$ cat src/rtl/cpu_ctrl_pkg.sv
// Shared definitions for the CPU run/stop/step controller: state encoding and
// default timing parameters.
package cpu_ctrl_pkg;

  typedef enum logic [2:0] {
    ST_INIT = 3'd0,
    ST_STOP = 3'd1,
    ST_RUN  = 3'd2,
    ST_STEP = 3'd3
  } state_e;

  localparam int DEFAULT_DEBOUNCE_CYCLES = 16;
  localparam int DEFAULT_INIT_CYCLES     = 4;

endpackage

$ cat src/rtl/cpu_run_controller_button_conditioner.sv
// Push-button conditioner: 2-FF synchroniser, counting debouncer and a
// registered one-cycle pulse on the debounced rising edge.
module button_conditioner #(
  parameter int DEBOUNCE_CYCLES = 16
) (
  input  logic clk_i,
  input  logic rst_ni,
  input  logic btn_i,
  output logic pulse_o
);

  localparam int CW = $clog2(DEBOUNCE_CYCLES + 1);

  logic          sync1_q, sync2_q;
  logic          level_q, level_d;
  logic [CW-1:0] cnt_q, cnt_d;
  logic          pulse_q;

  // Any sample that agrees with the current level restarts the count.
  always_comb begin
    level_d = level_q;
    cnt_d   = '0;
    if (sync2_q != level_q) begin
      if (cnt_q == CW'(DEBOUNCE_CYCLES - 1)) level_d = ~level_q;
      else                                   cnt_d   = cnt_q + CW'(1);
    end
  end

  always_ff @(posedge clk_i or negedge rst_ni) begin
    if (!rst_ni) begin
      sync1_q <= 1'b0;
      sync2_q <= 1'b0;
      level_q <= 1'b0;
      cnt_q   <= '0;
      pulse_q <= 1'b0;
    end else begin
      sync1_q <= btn_i;
      sync2_q <= sync1_q;
      level_q <= level_d;
      cnt_q   <= cnt_d;
      pulse_q <= level_d & ~level_q;
    end
  end

  assign pulse_o = pulse_q;

endmodule

$ cat src/rtl/cpu_run_controller.sv
// Run/stop/step sequencer for the CPU core: conditions the board buttons and
// drives CPU enable/start. CPU_RUN_CYCLE_COUNT_EN enables the run_cycles counter.
module cpu_run_controller
  import cpu_ctrl_pkg::*;
#(
  parameter int PC_WIDTH        = 32,
  parameter int STEP_WIDTH      = 8,
  parameter int DEBOUNCE_CYCLES = DEFAULT_DEBOUNCE_CYCLES,
  parameter int INIT_CYCLES     = DEFAULT_INIT_CYCLES
) (
  input  logic                  clock,
  input  logic                  reset,
  input  logic                  btn_start,
  input  logic                  btn_stop,
  input  logic                  btn_inc,
  input  logic [STEP_WIDTH-1:0] step_count,
  input  logic [PC_WIDTH-1:0]   pc,
  input  logic [PC_WIDTH-1:0]   bp_addr,
  input  logic                  bp_valid,
  output logic                  enable_control,
  output logic                  start_control,
  output logic [2:0]            state_out,
  output logic                  bp_hit,
  output logic [31:0]           run_cycles
);

  localparam int NUM_BTN = 3;
  localparam int IW      = $clog2(INIT_CYCLES + 1);

  logic [NUM_BTN-1:0] btn_raw, btn_pulse;
  logic               start_pulse, stop_pulse, inc_pulse;

  assign btn_raw = {btn_inc, btn_stop, btn_start};

  for (genvar g = 0; g < NUM_BTN; g++) begin : g_btn
    button_conditioner #(.DEBOUNCE_CYCLES(DEBOUNCE_CYCLES)) u_btn (
      .clk_i  (clock),
      .rst_ni (reset),
      .btn_i  (btn_raw[g]),
      .pulse_o(btn_pulse[g])
    );
  end

  assign start_pulse = btn_pulse[0];
  assign stop_pulse  = btn_pulse[1];
  assign inc_pulse   = btn_pulse[2];

  state_e                state_q;
  logic [IW-1:0]         init_cnt_q;
  logic [STEP_WIDTH-1:0] step_cnt_q;
  logic                  armed_q;
  logic                  bp_hit_q;
  logic                  en_q;
  logic                  start_q;

  logic                  bp_match;
  logic [STEP_WIDTH-1:0] step_load;

  // armed_q masks the first cycle after leaving STOP so a resume from the
  // breakpoint address does not halt again straight away.
  assign bp_match  = bp_valid && (pc == bp_addr) && armed_q;
  assign step_load = (step_count == '0) ? STEP_WIDTH'(1) : step_count;

  always_ff @(posedge clock or negedge reset) begin
    if (!reset) begin
      state_q    <= ST_INIT;
      init_cnt_q <= '0;
      step_cnt_q <= '0;
      armed_q    <= 1'b0;
      bp_hit_q   <= 1'b0;
      en_q       <= 1'b0;
      start_q    <= 1'b0;
    end else begin
      case (state_q)
        ST_INIT: begin
          if (init_cnt_q == IW'(INIT_CYCLES - 1)) begin
            state_q <= ST_STOP;
            start_q <= 1'b1;
          end else begin
            init_cnt_q <= init_cnt_q + IW'(1);
          end
        end
        ST_STOP: begin
          start_q <= 1'b1;
          if (start_pulse) begin
            state_q  <= ST_RUN;
            en_q     <= 1'b1;
            armed_q  <= 1'b0;
            bp_hit_q <= 1'b0;
          end else if (inc_pulse) begin
            state_q    <= ST_STEP;
            en_q       <= 1'b1;
            step_cnt_q <= step_load;
            armed_q    <= 1'b0;
            bp_hit_q   <= 1'b0;
          end
        end
        ST_RUN: begin
          armed_q <= 1'b1;
          if (stop_pulse || bp_match) begin
            state_q  <= ST_STOP;
            en_q     <= 1'b0;
            bp_hit_q <= bp_match;
          end
        end
        ST_STEP: begin
          armed_q    <= 1'b1;
          step_cnt_q <= step_cnt_q - STEP_WIDTH'(1);
          if (stop_pulse || bp_match || step_cnt_q == STEP_WIDTH'(1)) begin
            state_q  <= ST_STOP;
            en_q     <= 1'b0;
            bp_hit_q <= bp_match;
          end
        end
        default: begin
          state_q <= ST_STOP;
          en_q    <= 1'b0;
          start_q <= 1'b1;
        end
      endcase
    end
  end

  assign enable_control = en_q;
  assign start_control  = start_q;
  assign state_out      = state_q;
  assign bp_hit         = bp_hit_q;

`ifdef CPU_RUN_CYCLE_COUNT_EN
  logic [31:0] run_cnt_q;

  always_ff @(posedge clock or negedge reset) begin
    if (!reset)    run_cnt_q <= '0;
    else if (en_q) run_cnt_q <= run_cnt_q + 32'd1;
  end

  assign run_cycles = run_cnt_q;
`else
  assign run_cycles = '0;
`endif

endmodule

$ cat config.mk
export PLATFORM = sky130hd
export DESIGN_NAME = cpu_run_controller
export DESIGN_NICKNAME = d
export VERILOG_FILES = /design/src/rtl/cpu_ctrl_pkg.sv /design/src/rtl/cpu_run_controller_button_conditioner.sv /design/src/rtl/cpu_run_controller.sv
export SDC_FILE = /design/constraint.sdc
export NUM_CORES = 1
export LEC_CHECK = 0
export ABC_AREA = 1
export BUFFER_PORTS_ARGS = -buffer_cell sky130_fd_sc_hd__buf_2
export CAP_MARGIN = 10
export CORE_UTILIZATION = 25
export DETAILED_ROUTE_END_ITERATION = 10
export SYNTH_ARGS = -nofsm -noshare
export SYNTH_HDL_FRONTEND = slang
export SYNTH_HIERARCHICAL = 1
export SYNTH_SLANG_ARGS = --single-unit
$ cat constraint.sdc
create_clock -name clock -period 1.2 [get_ports clock]
set_input_delay 0.06 -clock clock [delete_from_list [all_inputs] [get_ports clock]]
set_output_delay 0.06 -clock clock [all_outputs]
set_load 0.02 [all_outputs]
==> results of run 1 <==
==> final cells by class <==
cell class / count / area [um^2] / share of cell area (%)
Clock buffer: 6 / 129 / 3.25
Clock inverter: 2 / 35.0 / 0.882
Inverter: 78 / 298 / 7.50
Multi-Input combinational cell: 279 / 1480 / 37.2
Sequential cell: 44 / 1100 / 27.8
Tap cell: 140 / 175 / 4.41
Timing Repair Buffer: 122 / 752 / 18.9
==> sequential cells by signal, indices dropped and copies added (netlist names) <==
register / cells
state_out: 2
g_btn.u_btn/sync2_q: 3
g_btn.u_btn/level_q: 3
g_btn.u_btn/pulse_o: 3
g_btn.u_btn/sync1_q: 3
init_cnt_q: 3
start_control: 1
enable_control: 1
g_btn.u_btn/cnt_q: 15
armed_q: 1
bp_hit: 1
step_cnt_q: 8
==> kinds of logic (layout without fill, tap and decap cells) <==
| kind of cell | count (synthesis) | after routing | synth area share [%] |
|---|---|---|---|
| fa+ha+maj | 7 | 7 | 3.04 |
| compound gates | 24 | 24 | 5.73 |
| other cells | 1 | 33 | 0.130 |
| simple gates | 200 | 200 | 29.3 |
| buf+inv | 112 | 208 | 19.0 |
| flops | 44 | 44 | 38.2 |
| xor+xnor | 15 | 15 | 4.56 |
==> metal layers <==
metal	up-vias	global-route usage, %	wire length [um]
met4	0	3.71	76
li1	1413	-	-
met3	7	1.90	392
met1	1192	10.1	2480
met2	83	21.2	3280
met5	-	0	0
==> stage by stage <==
stage	instance area (um^2)	instances	utilization, %	power, mW
finish	3970	671	36.0	4.03
CTS	3810	660	34.6	4.03
detailed placement	3510	641	31.8	2.44
global placement	3510	641	31.8	2.42
floorplan	3030	435	-	2.19
global route	3970	671	36.0	4.26
==> worst max-delay path, cell delays in order (launching register included) <==
cell and delay (ns):
dfrtp_2 0.44, buf_6 0.14, nand2_4 0.08, inv_4 0.08, nor2_4 0.17, inv_2 0.09
o211ai_1 0.11, o21ai_1 0.09
==> cells in the mapped netlist, drive strengths merged, types with 2 or more instances <==
cell    count  area, um^2
nor2       61         244
or2         2        12.5
o311ai      2        17.5
o211ai      3        27.5
nand3      14        80.1
xnor2       6        52.6
dfrtp      44        1100
o221ai      3        32.5
inv        78         295
o21ai      11        55.1
buf        34         253
nand4       8        50.1
xor2        9        78.8
ha          7        87.6
nor3        4        31.3
nand2     109         414
a21oi       2        10.0
==> power by group <==
part,internal (mW),leakage [nW],switching [mW]
Sequential,1.59,0.540,0.0998
Clock,0.979,0.0808,0.553
Combinational,0.370,1.56,0.440
Total,2.94,2.18,1.09
==> worst min path at each step <==
| stage | cells past startpoint | start | slack (ns) | end |
|---|---|---|---|---|
| 5_1_grt | 3 | step_count[5] | 0.05 | step_cnt_q[5] |
| 3_3_place_gp | 2 | reset | 0.06 | g_btn[0].u_btn/cnt_q[1] |
| 6_report | 3 | step_count[5] | 0.04 | step_cnt_q[5] |
| 2_1_floorplan | 0 | reset | -0.24 | armed_q |
| 3_5_place_dp | 2 | reset | 0.06 | g_btn[0].u_btn/cnt_q[3] |
| 4_1_cts | 3 | step_count[3] | 0.04 | step_cnt_q[3] |
==> timing repair <==
item | in CTS | in global routing
pin swaps | 13 | 12
resized for setup | 13 | 22
hold buffers | 4 | 0
endpoints found under the hold margin | 47 | 0
endpoints found under the setup margin | 12 | 16
setup buffers | 7 | 11
==> results.sh, run 1 <==
export IMPL_viasPerCell=4.02
export IMPL_crit_end="step_cnt_q[7]"
export IMPL_io_pins=116
export IMPL_numPortBuffers=82
export IMPL_wl_per_cell_um=9.29
export IMPL_nFillCells=1104
export IMPL_die_h_um=109
export IMPL_fmax_ghz=0.758
export IMPL_cts_clk_slew_worst_paths_ns=0.06
export IMPL_cts_buffers_inserted=5
export IMPL_nNetsFinal=615
export IMPL_powerDensity_mw_per_mm2=1020
export IMPL_netlist_area_mm2=0.00288
export IMPL_avgSynthCellArea_um2=7.15
export IMPL_regToRegSetupSlack_ns=-0.12
export IMPL_clock_root_buffer="clkbuf_16"
export IMPL_drv_cap=0
export IMPL_endpoint_kind="register"
export IMPL_grt_setup_unrepaired="yes"
export IMPL_die_w_um=109
export IMPL_ys_types=34
export IMPL_place_congestion=0.783
export IMPL_synth_seq_cells=44
export IMPL_finalHoldViolCount=0
export IMPL_drt_iter0_drc=66
export IMPL_cp_arrival_ns=1.49
export IMPL_p_leak_nw=2.18
export IMPL_synth_yosys_warnings=6
export IMPL_critical_path_class="reg -> reg"
export IMPL_core_area_mm2=0.0110
export IMPL_start_util_pct=26.1
export IMPL_timing_hold_ws_ns=0.0369
export IMPL_antenna_found_initial=0
export IMPL_hold_path_class="in -> reg"
export IMPL_synthArstFlopShare_pct=100
export IMPL_syn_inst=403
export IMPL_startpoint="state_out[0]"
export IMPL_grt_total_usage_pct=10.4
export IMPL_critPathLaunchType="register"
export IMPL_final_layout_size_suffix_gt1_share_pct=31.1
export IMPL_finalWorstSetupSlack_ns=-0.120
export IMPL_layout_common_cells="nand2_1 (104), buf_2 (82), inv_1 (69)"
export IMPL_die_area_mm2=0.0120
export IMPL_finClkSkew_ns=0.00638
export IMPL_worstPathRequired_ns=1.37
export IMPL_path_max_fanout=7
export IMPL_htree_levels=2
export IMPL_worst_r2r_endpoint="step_cnt_q[7]"
export IMPL_overflow=0
export IMPL_place_hpwl_um=4810
export IMPL_violations="setup timing"
export IMPL_dr_pass1_iters=6
export IMPL_cts_tree="done"
export IMPL_grt_pass1_wl_um=9670
export IMPL_status="finished, violations left"
export IMPL_slew_viol_final=0
export IMPL_worstRegToRegCells=7
export IMPL_clk_latency_ns=0.29
export IMPL_yosys_most_used_dff="dfrtp_1"
export IMPL_fin_crit_sh_pct=110
export IMPL_synth_seq_area_share_pct=38.2
export IMPL_cts_sinks=44
export IMPL_areaGrowthSynthToFinish_pct=37.8
export IMPL_place_ws_ns=-0.0853
export IMPL_setup_tns_final_ns=-0.856
export IMPL_final_common_cell="nand2_1"
export IMPL_setup_viol=12
export IMPL_fin_crit_ns=1.32
export IMPL_ctsLongestPathBuffers=2
export IMPL_synth_edf_count=0
export IMPL_num_vias=2695
export IMPL_rr_startpoint="state_out[0]"
export IMPL_ir_drop_mv=0.641
export IMPL_grt_max_degree=45
export IMPL_first_global_vias=2431
export IMPL_rows=38
export IMPL_drc=0
export IMPL_wirelength_um=6230
export IMPL_drtAntennaViolNets=0
export IMPL_diodes=0
(Power assumes the default switching activity.)
==> run 2: changes to the inputs <==
--- a/config.mk
+++ b/config.mk
@@ -10,6 +10,8 @@
 export CAP_MARGIN = 10
 export CORE_UTILIZATION = 25
 export DETAILED_ROUTE_END_ITERATION = 10
+export GPL_TIMING_DRIVEN = 0
+export PLACE_DENSITY = 0.6
 export SYNTH_ARGS = -nofsm -noshare
 export SYNTH_HDL_FRONTEND = slang
 export SYNTH_HIERARCHICAL = 1
==> run 2 against run 1 <==
The flow finishes with violations (hold timing, setup timing). Fmax fell by 2.1%. Non-clock buffer count rose by 10. Combinational power rose by 2%. Design area barely moved. Global-route usage fell by 0.14 points. Critical path type unchanged. Largest power group unchanged. Highest routed layer unchanged.
==> results.sh, run 2 (synthesized netlist as in run 1, its figures left out) <==
export IMPL_status="finished, violations left"
export IMPL_violations="hold timing, setup timing"
export IMPL_stdcell_area_mm2=0.00397
export IMPL_drc=0
export IMPL_finClkSkew_ns=0.00683
export IMPL_start_util_pct=26.1
export IMPL_largest_reg_flops=15
export IMPL_path_buf_inv=0
export IMPL_die_w_um=109
export IMPL_worst_r2r_endpoint="bp_hit"
export IMPL_finalWorstSetupSlack_ns=-0.147
export IMPL_cp_common_cell="nand4_1"
export IMPL_wl_per_cell_um=8.75
export IMPL_powerDensity_mw_per_mm2=973
export IMPL_place_congestion=0.786
export IMPL_path_max_fanout=3
export IMPL_rr_startpoint="step_cnt_q[0]"
export IMPL_nFillCells=1139
export IMPL_worstPathRequired_ns=1.37
export IMPL_diodes=0
export IMPL_grt_total_usage_pct=10.2
export IMPL_clock_root_buffer="clkbuf_16"
export IMPL_first_global_vias=2483
export IMPL_slew_viol_final=0
export IMPL_combinationalPowerShare_pct=21.3
export IMPL_grt_pass1_wl_um=9850
export IMPL_worst_pin_slew_ns=0.968
export IMPL_crit_path_max_incr_delay_ns=0.42
export IMPL_overflow=0
export IMPL_drtAntennaViolNets=0
export IMPL_grt_max_degree=45
export IMPL_swShare_pct=27.3
export IMPL_areaGrowthSynthToFinish_pct=37.6
export IMPL_fmax_ghz=0.742
export IMPL_endpoint_kind="register"
export IMPL_fin_crit_ns=1.35
export IMPL_num_vias=2655
export IMPL_die_area_mm2=0.0120
export IMPL_viasPerCell=3.90
export IMPL_final_layout_size_suffix_gt1_share_pct=32.2
export IMPL_p_leak_nw=2.24
export IMPL_htree_levels=2
export IMPL_drt_iter0_drc=100
export IMPL_final_common_cell="nand2_1"
export IMPL_cts_tree="done"
export IMPL_timing_hold_ws_ns=-0.0669
export IMPL_fin_crit_sh_pct=112
export IMPL_intPower_mw=2.80
export IMPL_sequentialPowerShare_pct=43.7
export IMPL_place_area_mm2=0.00362
export IMPL_die_h_um=109
export IMPL_cp_arrival_ns=1.52
export IMPL_reg_largest_list="g_btn.u_btn/cnt_q x15, step_cnt_q x8"
export IMPL_p_sw_mw=1.05
export IMPL_p_total_mw=3.86
export IMPL_maxSlewHeadroom_pct=35.5
export IMPL_largest_register="g_btn.u_btn/cnt_q"
export IMPL_worstRegToRegCells=7
export IMPL_core_area_mm2=0.0110
export IMPL_rows=38
export IMPL_nNetsFinal=625
export IMPL_layout_common_cells="nand2_1 (105), buf_2 (82), inv_1 (69)"
export IMPL_cts_clk_slew_worst_paths_ns=0.06
export IMPL_final_util_pct=36.0
export IMPL_drv_cap=0
export IMPL_worst_path_dominant_cell_family="simple AND/OR/NAND/NOR gates"
export IMPL_antenna_found_initial=0
export IMPL_numPortBuffers=82
export IMPL_cts_sinks=44
export IMPL_critPathLaunchType="register"
export IMPL_dr_pass1_iters=4
export IMPL_slowest_stage="dfrtp_1"
export IMPL_grt_setup_unrepaired="yes"
export IMPL_regToRegSetupSlack_ns=-0.15
export IMPL_place_hpwl_um=4690
export IMPL_wirelength_um=5960
export IMPL_crit_chain="ha_4 > nand4_1 > nor2_2 > nor3b_2 > nand2_2 > nand4_1 > nand2_1"
export IMPL_finalHoldViolCount=44
export IMPL_clk_latency_ns=0.28
export IMPL_cts_buffers_inserted=5
export IMPL_critical_path_class="reg -> reg"
export IMPL_power_frac_clock_pct=35.0
export IMPL_ctsLongestPathBuffers=2
export IMPL_ir_drop_mv=0.741
export IMPL_io_pins=116
export IMPL_setup_viol=13
export IMPL_setup_tns_final_ns=-0.954
export IMPL_hold_path_class="in -> async"
==> run 2: cell types whose count changed in the layout (fill, tap and decap cells not counted), sizes merged <==
cell and change:
dlygate4sd3 -1, clkinv +1, bufinv -1, buf +11
==> run 2: layer usage <==
metal	wire length (um)	GRT usage [%]	up-vias
met3	521	2.13	12
met4	99	3.71	0
met2	2930	19.7	86
met1	2400	10.8	1128
li1	-	-	1429
met5	0	0	-
==> run 2: power by group through the flow <==
stage	logic (mW)	registers, mW	clock network [mW]
after detailed placement	0.737	1.71	0
after CTS	0.798	1.69	1.39
final	0.823	1.69	1.35
after global placement	0.719	1.71	0
after global routing	0.944	1.70	1.45
after floorplan	0.499	1.69	0
==> run 2: through the flow <==
step | instances | setup WS (ns)
finish | 681 | -0.147
floorplan | 435 | -0.0329
detailed placement | 657 | -0.164
global route | 681 | -0.239
CTS | 676 | -0.119
global placement | 657 | -0.123
==> run 2: worst max path at each step <==
stage / start / to / slack (ns) / depth (start not counted)
finish: step_cnt_q[0] / bp_hit / -0.15 / 7
CTS: step_cnt_q[0] / bp_hit / -0.12 / 7
detailed placement: step_cnt_q[0] / bp_hit / -0.16 / 7
global route: step_cnt_q[1] / bp_hit / -0.24 / 9
global placement: step_cnt_q[0] / bp_hit / -0.12 / 7
floorplan: state_out[0] / step_cnt_q[3] / -0.03 / 7
==> run 2: repair_timing <==
item,4_1_cts,5_1_grt
endpoints found under the hold margin,47,0
setup buffers,8,5
setup endpoints to repair,15,17
pin swaps,9,6
hold buffers,3,0
resized for setup,13,12
==> run 2: layout make-up <==
cell class                 count  area [um^2]  share of cell area [%]
tap                          140          175                    4.42
clock buffer                   6          139                    3.50
clock inverter                 2         10.0                   0.252
sequential                    44         1100                    27.8
multi-input combinational    279         1440                    36.3
buffer                        34          259                    6.53
timing repair buffer          98          542                    13.7
inverter                      78          300                    7.57
